[src/rtl/wb_int_ctrl.sv]
// wb_int_ctrl -- write-back stage interrupt controller.
//
// Purpose:
//   Latches rising edges on the external interrupt request lines and picks the
//   highest-priority pending source. Index 0 has the highest priority. An
//   interrupt is taken only at a legal write-back instruction boundary. On a
//   take the controller saves the return PC in EPC, clears IE, and issues a
//   one-cycle redirect to the handler. ERET redirects back to the saved EPC.
//
// Optional feature (macro NESTED_INT_EN):
//   Adds an EPC stack of depth NUM_SRC. While a source is in service, a
//   strictly higher-priority pending source may preempt it regardless of IE.
//   Each ERET pops one level of the stack. IE is set again only when the
//   stack becomes empty.
//
// Ports:
//   clk, rst                  clock, synchronous active-high reset
//   enable                    WB advance; take/ERET/IE changes need enable=1
//   Int_Req[NUM_SRC]          synchronized interrupt requests (edge sensitive)
//   WB_NOINT_NextPC[32]       continuation PC, captured into EPC on a take
//   WB_INT_PC_Choose          WB instruction is an interruptible boundary
//   Circular_ERET_To_WB       ERET in WB
//   Circular_IE_Close_To_WB   WB instruction clears IE
//   Int_Redirect              one-cycle redirect pulse
//   Int_Redirect_PC[32]       redirect target (meaningful with Int_Redirect)
//   IE_out                    global interrupt enable
//   EPC_out[32]               top-of-stack EPC
//   Pending_out[NUM_SRC]      latched pending requests
//   In_Service[NUM_SRC]       sources currently in service
//
// state   | meaning
// IDLE    | no interrupt in service; takes allowed when IE=1
// SERVICE | at least one source in service; waiting for ERET
module wb_int_ctrl #(
  parameter int          NUM_SRC        = 3,
  parameter logic [31:0] HANDLER_BASE   = 32'h0000_0800,
  parameter logic [31:0] HANDLER_STRIDE = 32'h0000_0040
) (
  input  logic               clk,
  input  logic               rst,
  input  logic               enable,
  input  logic [NUM_SRC-1:0] Int_Req,
  input  logic [31:0]        WB_NOINT_NextPC,
  input  logic               WB_INT_PC_Choose,
  input  logic               Circular_ERET_To_WB,
  input  logic               Circular_IE_Close_To_WB,
  output logic               Int_Redirect,
  output logic [31:0]        Int_Redirect_PC,
  output logic               IE_out,
  output logic [31:0]        EPC_out,
  output logic [NUM_SRC-1:0] Pending_out,
  output logic [NUM_SRC-1:0] In_Service
);

  localparam int SRC_W = (NUM_SRC > 1) ? $clog2(NUM_SRC) : 1;

  typedef enum logic {IDLE, SERVICE} state_t;

  state_t             state_q, state_d;
  logic [NUM_SRC-1:0] req_prev_q, req_prev_d;
  logic [NUM_SRC-1:0] pending_q, pending_d;
  logic [NUM_SRC-1:0] in_service_q, in_service_d;
  logic               ie_q, ie_d;
  logic [31:0]        epc_q, epc_d;
  logic               redir_q, redir_d;
  logic [31:0]        redir_pc_q, redir_pc_d;

  logic [NUM_SRC-1:0] pend_clr;
  logic [SRC_W-1:0]   pend_src;
  logic [31:0]        handler_pc;
  logic               take_ok;

`ifdef NESTED_INT_EN
  localparam int DEPTH_W = $clog2(NUM_SRC + 1);
  // epc_q is the top of stack; stack_q holds the older, preempted levels.
  logic [DEPTH_W-1:0] depth_q, depth_d;
  logic [31:0]        stack_q [NUM_SRC];
  logic [31:0]        stack_d [NUM_SRC];
  logic [SRC_W-1:0]   svc_src;

  always_comb begin
    svc_src = '0;
    for (int i = NUM_SRC - 1; i >= 0; i--) begin
      if (in_service_q[i]) svc_src = SRC_W'(i);
    end
  end
`endif

  // Lowest set pending index wins.
  always_comb begin
    pend_src = '0;
    for (int i = NUM_SRC - 1; i >= 0; i--) begin
      if (pending_q[i]) pend_src = SRC_W'(i);
    end
  end

  assign handler_pc = HANDLER_BASE + (32'(pend_src) * HANDLER_STRIDE);

  // Common qualifiers for any take. ERET and IE-close both block a take in their cycle.
  assign take_ok = enable & WB_INT_PC_Choose & (|pending_q) &
                   ~Circular_ERET_To_WB & ~Circular_IE_Close_To_WB;

  always_comb begin
    state_d      = state_q;
    req_prev_d   = Int_Req;
    in_service_d = in_service_q;
    ie_d         = ie_q;
    epc_d        = epc_q;
    redir_d      = 1'b0;
    redir_pc_d   = redir_pc_q;
    pend_clr     = '0;
`ifdef NESTED_INT_EN
    depth_d      = depth_q;
    stack_d      = stack_q;
`endif

    unique case (state_q)
      IDLE: begin
        if (take_ok && ie_q) begin
          epc_d                  = WB_NOINT_NextPC;
          ie_d                   = 1'b0;
          pend_clr[pend_src]     = 1'b1;
          in_service_d           = '0;
          in_service_d[pend_src] = 1'b1;
          redir_d                = 1'b1;
          redir_pc_d             = handler_pc;
          state_d                = SERVICE;
`ifdef NESTED_INT_EN
          depth_d                = DEPTH_W'(1);
`endif
        end else if (enable && Circular_ERET_To_WB) begin
          ie_d = 1'b1;
        end
      end
      SERVICE: begin
        if (enable && Circular_ERET_To_WB) begin
          redir_d    = 1'b1;
          redir_pc_d = epc_q;
`ifdef NESTED_INT_EN
          in_service_d[svc_src] = 1'b0;
          if (depth_q <= DEPTH_W'(1)) begin
            depth_d = '0;
            ie_d    = 1'b1;
            state_d = IDLE;
          end else begin
            for (int i = 0; i < NUM_SRC; i++) begin
              if (i == int'(depth_q) - 2) epc_d = stack_q[i];
            end
            depth_d = depth_q - DEPTH_W'(1);
          end
`else
          in_service_d = '0;
          ie_d         = 1'b1;
          state_d      = IDLE;
`endif
        end
`ifdef NESTED_INT_EN
        // Preemption ignores IE; only strictly higher priority may nest.
        else if (take_ok && (pend_src < svc_src)) begin
          for (int i = 0; i < NUM_SRC; i++) begin
            if (i == int'(depth_q) - 1) stack_d[i] = epc_q;
          end
          depth_d                = depth_q + DEPTH_W'(1);
          epc_d                  = WB_NOINT_NextPC;
          ie_d                   = 1'b0;
          pend_clr[pend_src]     = 1'b1;
          in_service_d[pend_src] = 1'b1;
          redir_d                = 1'b1;
          redir_pc_d             = handler_pc;
        end
`endif
      end
      default: state_d = IDLE;
    endcase

    if (enable && Circular_IE_Close_To_WB) ie_d = 1'b0;

    // A new edge in the same cycle as a clear re-pends the source.
    pending_d = (pending_q & ~pend_clr) | (Int_Req & ~req_prev_q);
  end

  always_ff @(posedge clk) begin
    if (rst) begin
      state_q      <= IDLE;
      req_prev_q   <= '0;
      pending_q    <= '0;
      in_service_q <= '0;
      ie_q         <= 1'b1;
      epc_q        <= '0;
      redir_q      <= 1'b0;
      redir_pc_q   <= '0;
`ifdef NESTED_INT_EN
      depth_q      <= '0;
      for (int i = 0; i < NUM_SRC; i++) stack_q[i] <= '0;
`endif
    end else begin
      state_q      <= state_d;
      req_prev_q   <= req_prev_d;
      pending_q    <= pending_d;
      in_service_q <= in_service_d;
      ie_q         <= ie_d;
      epc_q        <= epc_d;
      redir_q      <= redir_d;
      redir_pc_q   <= redir_pc_d;
`ifdef NESTED_INT_EN
      depth_q      <= depth_d;
      stack_q      <= stack_d;
`endif
    end
  end

  assign Int_Redirect    = redir_q;
  assign Int_Redirect_PC = redir_pc_q;
  assign IE_out          = ie_q;
  assign EPC_out         = epc_q;
  assign Pending_out     = pending_q;
  assign In_Service      = in_service_q;

endmodule

[config.mk]
export PLATFORM = sky130hd
export DESIGN_NAME = wb_int_ctrl
export DESIGN_NICKNAME = d
export VERILOG_FILES = /design/src/rtl/wb_int_ctrl.sv
export SDC_FILE = /design/constraint.sdc
export NUM_CORES = 1
export LEC_CHECK = 0
export CAP_MARGIN = 30
export CELL_PAD_IN_SITES_DETAIL_PLACEMENT = 0
export CELL_PAD_IN_SITES_GLOBAL_PLACEMENT = 2
export CORE_ASPECT_RATIO = 0.7
export CORE_MARGIN = 1
export CORE_UTILIZATION = 26
export CTS_BUF_LIST = sky130_fd_sc_hd__clkbuf_4 sky130_fd_sc_hd__clkbuf_8 sky130_fd_sc_hd__clkbuf_16
export CTS_CLUSTER_SIZE = 25
export DETAILED_ROUTE_END_ITERATION = 8
export MAX_ROUTING_LAYER = met4
export PLACE_DENSITY = 0.84
export SYNTH_ARGS = -nofsm -noshare
export SYNTH_HDL_FRONTEND = slang
export SYNTH_SLANG_ARGS = --single-unit
[constraint.sdc]
create_clock -name clk -period 1.6 [get_ports clk]
set_input_delay 0.4 -clock clk [delete_from_list [all_inputs] [get_ports clk]]
set_output_delay 0.4 -clock clk [all_outputs]
set_load 0.005 [all_outputs]
==> summary.md, run 1 <==
| Metric | Value |
|---|---|
| Endpoint arrival time on the critical path | 1.79 ns |
| Insertion delay to the later sink of the worst-skew pair | 0.34 ns |
| Final standard cell utilization of the core | 43.7% |
| Post-DP HPWL | 7.32 mm |
| Total length of routed met2 wires | 5.04 mm |
| Worst-path cell chain | clkdlybuf4s50_1, nand2b_4, buf_12, o41ai_1, a21oi_1 |
| First-pass DRT Iterations | 5 |
| Maximum number of pins on one net before global-route repair | 43 |
| Cell Area, Synth | 3330 µm² |
| Number of antenna diodes | 0 |
| Clock tree root driver cell | sky130_fd_sc_hd__clkbuf_16 |
| Worst Hold Class | in -> reg |
| Post-synth EDFFs | 0 |
| Top flip-flop cell by instance count after synthesis | sky130_fd_sc_hd__dfxtp_1 |
| Peak fanout along the critical path | 37 |
| Vias in the first global route | 3,311 |
| Mean routed wirelength per cell | 18.2 µm |
| Iteration-0 DRC count of the detailed router | 241 |
| Total Routed Length | 11.7 mm |
| Number of antenna violations at the first check in global routing | 0 |
| Wire length of the first global-routing pass | 18.5 mm |
| Starting density of the core | 26.7% |
| Final count of hold timing violations | 0 |
| Pwr Density | 882 nW/µm² |
| Number of CTS-inserted buffers | 9 |
| Synth warn | 0 |
| Relative slew slack | 75.0% |
| Worst Setup End Kind | flip-flop |
| Number of nets in the synthesized netlist | 398 |
| Synth async-reset ratio | 0% |
| Met3 WL post-DR | 745 µm |
| Net count of the finished layout | 518 |
| Final worst path period need | 1.58 ns |
| Post-route setup TNS | 0 ns |
| GRT overflow | 0 |
| Detailed-route DRC error count | 0 |
| Final setup skew | 0.00618 ns |
| Top-level port count | 113 |
| Maximum vdd drop | 0.502 mV |
| Maximum clock frequency | 0.632 GHz |
| Synthesized area per cell | 9.32 µm² |
| Clock tree from TritonCTS | done |
| Number of sinks handled by clock tree synthesis | 76 |
| Non-filler instance count after layout | 644 |
| Gp weighted congestion | 0.766 |
| Run status | finished clean |
| Highest-delay cell along the critical path | sky130_fd_sc_hd__clkdlybuf4s50_1 |
| Placed insts | 613 |
| Share of the cycle needed by the critical path after routing | 98.8% |
| Proportion of layout cells with a drive suffix above 1 | 25.9% |
| Count of input and output buffers | 112 |
| Area added between synthesis and finish | 63.7% |
| Worst hold slack across all endpoints | 0.469 ns |
| Sequential standard cell area | 1570 µm² |
| Data required time of the critical path | 1.81 ns |
| Gr usage total | 18.7% |
| Footprint of the multi-input gates | 1550 µm² |
| Die span in x | 137 µm |
| Overall power after layout | 4.80 mW |
| Rows | 34 |
| Sequential cell area fraction in the yosys report | 45.7% |
| Total of flip-flops plus latches after synthesis | 76 |
| Number of H-tree levels | 3 |
| Transition time at the pin with the least slew margin | 0.375 ns |
| Die Y | 96.7 µm |
| Area inside the core boundary | 12,500 µm² |
| Final count of negative-setup-slack endpoints | 0 |
| Largest stage delay on the critical path | 0.60 ns |
| Max_cap viols | 0 |
| # fillers | 1,219 |
| Critical path buffers and inverters | 2 |
| Launching element type of the critical path | input port |
| Static Leak | 2.54 nW |
| Via count | 3,355 |
| Clock transition at path regs | 0.05 ns |
| M1 WL | 5.85 mm |
| Cell type group with the largest total delay on the critical path | buffers and inverters |
| Clk buf depth | 2 |
| Total Die Area | 13,300 µm² |
| Pins over their slew limit | 0 |
| Count of distinct cell types in the synthesized netlist | 33 |
| Synth area leader | sky130_fd_sc_hd__dfxtp_1 |
| Area contributors post-synth | sky130_fd_sc_hd__dfxtp_1 46%, sky130_fd_sc_hd__a21oi_1 11%, sky130_fd_sc_hd__nand4_1 6.2% |
| Number of routed nets with antenna violations | 0 |
| Yosys top cell area share | 45.7% |
| Max Used Layer | met4 |
| Via/cell ratio | 5.21 |
| Synthesized instance count | 357 |
| Critical setup path kind | in -> reg |
| Number of hold buffers added after cts | 0 |
kinds of logic after synthesis:
kind of cell / count (synthesis) / synth area share, %
flip-flops: 76 / 45.7
AO/OA/AOI/OAI: 145 / 30.4
buffers and inverters: 50 / 9.40
AND/OR/NAND/NOR: 85 / 14.2
multiplexers: 1 / 0.301
cell usage in the layout, fill, tap and decap left out, drive strengths merged, types with 2 or more instances in the layout:
cell / Yosys / layout
nor3: 3 / 3
nor2b: 5 / 5
bufinv: 0 / 2
bufbuf: 0 / 2
a311oi: 2 / 2
clkdlybuf4s50: 0 / 49
clkbuf: 17 / 12
o311ai: 31 / 31
o21ai: 2 / 2
dlygate4sd2: 0 / 27
buf: 32 / 45
nand4: 33 / 33
o31ai: 35 / 35
dlymetal6s2s: 0 / 35
dfxtp: 76 / 76
nand2b: 4 / 4
a21oi: 70 / 70
nor2: 4 / 4
nand2: 29 / 29
nand3: 3 / 3
worst reg2reg max path, cell delays in order (launching register included):
cell and delay (ns):
sky130_fd_sc_hd__dfxtp_4 0.34, sky130_fd_sc_hd__buf_4 0.12, sky130_fd_sc_hd__nand4bb_4 0.12, sky130_fd_sc_hd__buf_12 0.17, sky130_fd_sc_hd__bufbuf_16 0.27, sky130_fd_sc_hd__o311ai_1 0.29, sky130_fd_sc_hd__a21oi_1 0.10
metal layers:
metal	vias to the layer above	global-route usage (%)
met2	112	25.8
li1	1622	-
met3	16	5.14
met5	-	-
met1	1605	26.5
met4	0	5.07
flip-flops by register name, summed over array words and instances, names as in the netlist:
name and cells:
req_prev_q 3, In_Service 3, EPC_out 32, IE_out 1, Int_Redirect_PC 32, state_q 1, Int_Redirect 1, Pending_out 3
repair_timing:
action | in CTS | in global routing
buffers inserted | 6 | 5
setup endpoints to repair | 74 | 70
pin swaps | 1 | 1
cloned | 4 | 0
resized for setup | 71 | 46
where the power goes:
part           switching, mW  internal (mW)  leakage [nW]  total, mW
clock network          0.785           1.44         0.160       2.23
registers             0.0204           1.92         0.634       1.94
logic                  0.342          0.291          1.74      0.633
cells in the mapped netlist, drive strengths merged, types with 3 or more instances:
library cell	n
o311ai	31
a21oi	70
buf	32
nand2b	4
nand2	29
clkbuf	17
dfxtp	76
nand4	33
nor3	3
nor2b	5
nand3	3
o31ai	35
nor2	4
path summary, 6_finish.rpt:
check | startpoint | end | slack [ns] | cells after the start
min reg2reg | Int_Redirect_PC[5] | Int_Redirect_PC[5] | 0.47 | 2
min | rst | req_prev_q[1] | 0.47 | 2
max | WB_INT_PC_Choose | Pending_out[2] | 0.02 | 5
max reg2reg | IE_out | Int_Redirect_PC[17] | 0.07 | 6
stage by stage:
stage	instance area [µm²]	worst slack, ns
after floorplan	3330	0.214
after global placement	4770	-0.362
after detailed placement	4770	-0.398
after CTS	5300	-0.0166
after global routing	5450	-0.0223
final	5450	0.0186
area by class of cell:
class,instances,share of cell area [%]
Tap cell,162,3.72
Multi-Input combinational cell,231,28.4
Timing Repair Buffer,158,32.9
Clock buffer,12,4.66
Inverter,1,0.0689
Sequential cell,76,28.9
Clock inverter,4,1.33
No activity file was read; power rests on OpenSTA's default activity.
==> run 2, diff against run 1 <==
--- a/config.mk
+++ b/config.mk
@@ -5,7 +5,6 @@
 export SDC_FILE = /design/constraint.sdc
 export NUM_CORES = 1
 export LEC_CHECK = 0
-export CAP_MARGIN = 30
 export CELL_PAD_IN_SITES_DETAIL_PLACEMENT = 0
 export CELL_PAD_IN_SITES_GLOBAL_PLACEMENT = 2
 export CORE_ASPECT_RATIO = 0.7
==> results of run 2 <==
No change in the layout: final DEF, timing and power equal those of run 1.
==> run 3, diff against run 2 <==
--- a/config.mk
+++ b/config.mk
@@ -8,7 +8,7 @@
 export CELL_PAD_IN_SITES_DETAIL_PLACEMENT = 0
 export CELL_PAD_IN_SITES_GLOBAL_PLACEMENT = 2
 export CORE_ASPECT_RATIO = 0.7
-export CORE_MARGIN = 1
+export CORE_MARGIN = 5
 export CORE_UTILIZATION = 26
 export CTS_BUF_LIST = sky130_fd_sc_hd__clkbuf_4 sky130_fd_sc_hd__clkbuf_8 sky130_fd_sc_hd__clkbuf_16
 export CTS_CLUSTER_SIZE = 25
==> summary.md, run 3 (synthesis results as in run 1) <==
| Metric | Value |
|---|---|
| Worst Setup End Kind | output port |
| Maximum vdd drop | 0.634 mV (+26%) |
| Iteration-0 DRC count of the detailed router | 171 (-29%) |
| Launching element type of the critical path | flip-flop |
| Maximum clock frequency | 0.639 GHz (+0.98%) |
| Area added between synthesis and finish | 57.4% |
| Maximum number of pins on one net before global-route repair | 65 (+51%) |
| Net count of the finished layout | 508 (-1.9%) |
| Number of H-tree levels | 3 (unchanged) |
| Highest-delay cell along the critical path | sky130_fd_sc_hd__clkdlybuf4s50_1 |
| Via/cell ratio | 5.28 (+1.3%) |
| Total Die Area | 15,200 µm² (+15%) |
| Final count of negative-setup-slack endpoints | 0 (unchanged) |
| Crit. Startpoint | Int_Redirect_PC[30] |
| Overall power after layout | 4.73 mW (-1.5%) |
| Commonest non-fill, non-tap cell in the layout | sky130_fd_sc_hd__a21oi_1 |
| Worst-path cell chain | clkdlybuf4s50_1 |
| Largest stage delay on the critical path | 0.51 ns (-0.09 ns) |
| Critical path buffers and inverters | 1 (-1) |
| Gr usage total | 15.5% (-3.2 points) |
| Peak fanout along the critical path | 2 (-95%) |
| Worst Hold Class | in -> reg |
| Detailed-route DRC error count | 0 (unchanged) |
| Clock tree from TritonCTS | done |
| Launch instance of the worst register-to-register path | IE_out |
| Static Leak | 2.46 nW (-2.9%) |
| Insertion delay to the later sink of the worst-skew pair | 0.33 ns (about the same) |
| Data required time of the critical path | 1.20 ns (-0.61 ns) |
| Post-place setup slack | -0.442 ns (-0.0439 ns) |
| GRT overflow | 0 (unchanged) |
| Clk buf depth | 2 (unchanged) |
| Relative slew slack | 76.0% (+0.97 points) |
| Number of hold buffers added after cts | 0 (unchanged) |
| Highest-count cells in the layout ignoring fill and taps | 70 x sky130_fd_sc_hd__a21oi_1, 45 x sky130_fd_sc_hd__dfxtp_1, 45 x sky130_fd_sc_hd__clkdlybuf4s50_1, 36 x sky130_fd_sc_hd__dlymetal6s2s_1, 33 x sky130_fd_sc_hd__nand4_1 |
| Critical setup path kind | reg -> out |
| Area inside the core boundary | 12,500 µm² (unchanged) |
| Total Routed Length | 11.8 mm (+0.30%) |
| Placed instance area | 4710 µm² (-1.4%) |
| Die Y | 105 µm (+8.3%) |
| Rows | 34 (unchanged) |
| Post-DP HPWL | 7.71 mm (+5.3%) |
| Mean routed wirelength per cell | 18.6 µm (+1.9%) |
| Transition time at the pin with the least slew margin | 0.360 ns (-0.0145 ns) |
| Run status | finished clean |
| Final setup skew | 0.00801 ns (+0.00183 ns) |
| Starting density of the core | 26.7% (unchanged) |
| Die span in x | 145 µm (+5.8%) |
| Proportion of layout cells with a drive suffix above 1 | 21.6% (-4.3 points) |
| Endpoint arrival time on the critical path | 1.17 ns (-0.62 ns) |
| Final count of hold timing violations | 0 (unchanged) |
| Final worst path period need | 1.57 ns (-0.0154 ns) |
| Wire length of the first global-routing pass | 18.8 mm (+1.6%) |
| Number of CTS-inserted buffers | 9 (unchanged) |
| Number of antenna violations at the first check in global routing | 0 (unchanged) |
| # fillers | 1,203 (-1.3%) |
| Max_cap viols | 0 (unchanged) |
| Placed insts | 613 (unchanged) |
| Worst path setup slack after routing | 0.0340 ns (+0.0154 ns) |
| Finished Cell Area | 5240 µm² (-3.8%) |
| Clock tree root driver cell | sky130_fd_sc_hd__clkbuf_16 |
| Cell type group with the largest total delay on the critical path | buffers and inverters |
| Worst hold slack across all endpoints | 0.315 ns (-0.154 ns) |
| Non-filler instance count after layout | 634 (-1.6%) |
| Clock transition at path regs | 0.06 ns (about the same) |
| Number of antenna diodes | 0 (unchanged) |
| Count of input and output buffers | 112 (unchanged) |
| Pins over their slew limit | 0 (unchanged) |
| First-pass DRT Iterations | 4 (-1) |
| Hold path start | rst |
| Top-level port count | 113 (unchanged) |
| Pwr Density | 903 nW/µm² (+2.4%) |
| Number of routed nets with antenna violations | 0 (unchanged) |
| Gp weighted congestion | 0.790 (+3.1%) |
| Setup repair after global routing missed its margin | no |
| Share of the cycle needed by the critical path after routing | 97.9% (-0.96 points) |
| Vias in the first global route | 3,333 (+0.66%) |
| Via count | 3,346 (-0.27%) |
| Number of sinks handled by clock tree synthesis | 76 (unchanged) |
## run 3: routing by layer
| layer | wire length, µm | track usage [%] | vias up |
|---|---|---|---|
| met1 | 5850 | 21.8 | 1636 |
| met5 | 0 | - | - |
| li1 | - | - | 1608 |
| met3 | 541 | 4.24 | 4 |
| met2 | 5350 | 22.3 | 98 |
| met4 | 42 | 3.00 | 0 |
## run 3: layout make-up
cell class | instances | area (µm²) | share of cell area, %
tap | 162 | 203 | 3.87
clock buffer | 12 | 254 | 4.85
clock inverter | 4 | 72.6 | 1.38
multi-input combinational | 231 | 1520 | 29.1
timing repair buffer | 148 | 1610 | 30.8
inverter | 1 | 3.75 | 0.0716
sequential | 76 | 1570 | 30.0
## run 3: worst paths after layout
check / slack, ns / depth (start not counted) / end
worst max-delay path: 0.03 / 1 / Int_Redirect_PC[30]
worst min-delay path: 0.31 / 2 / req_prev_q[2]
worst max register to register: 0.15 / 4 / Int_Redirect_PC[18]
worst min register to register: 0.47 / 2 / Int_Redirect_PC[15]
## run 3: what timing repair did
| action | in CTS | in global routing |
|---|---|---|
| setup buffers | 1 | 2 |
| pin swaps | 0 | 0 |
| endpoints found under the setup margin | 62 | 55 |
| cloned | 2 | 0 |
| resized for setup | 68 | 46 |
## run 3: power breakdown
group / switching [mW] / internal [mW] / total, mW
clock network: 0.777 / 1.44 / 2.22
registers: 0.0282 / 1.92 / 1.95
logic: 0.316 / 0.249 / 0.565
total: 1.12 / 3.61 / 4.73
## run 3: through the flow
| step | utilization [%] | TNS, ns |
|---|---|---|
| finish | 42.0 | 0 |
| CTS | 41.2 | 0 |
| global placement | 37.8 | -19.24 |
| floorplan | - | 0 |
| global route | 42.0 | 0 |
| detailed placement | 37.8 | -21.78 |
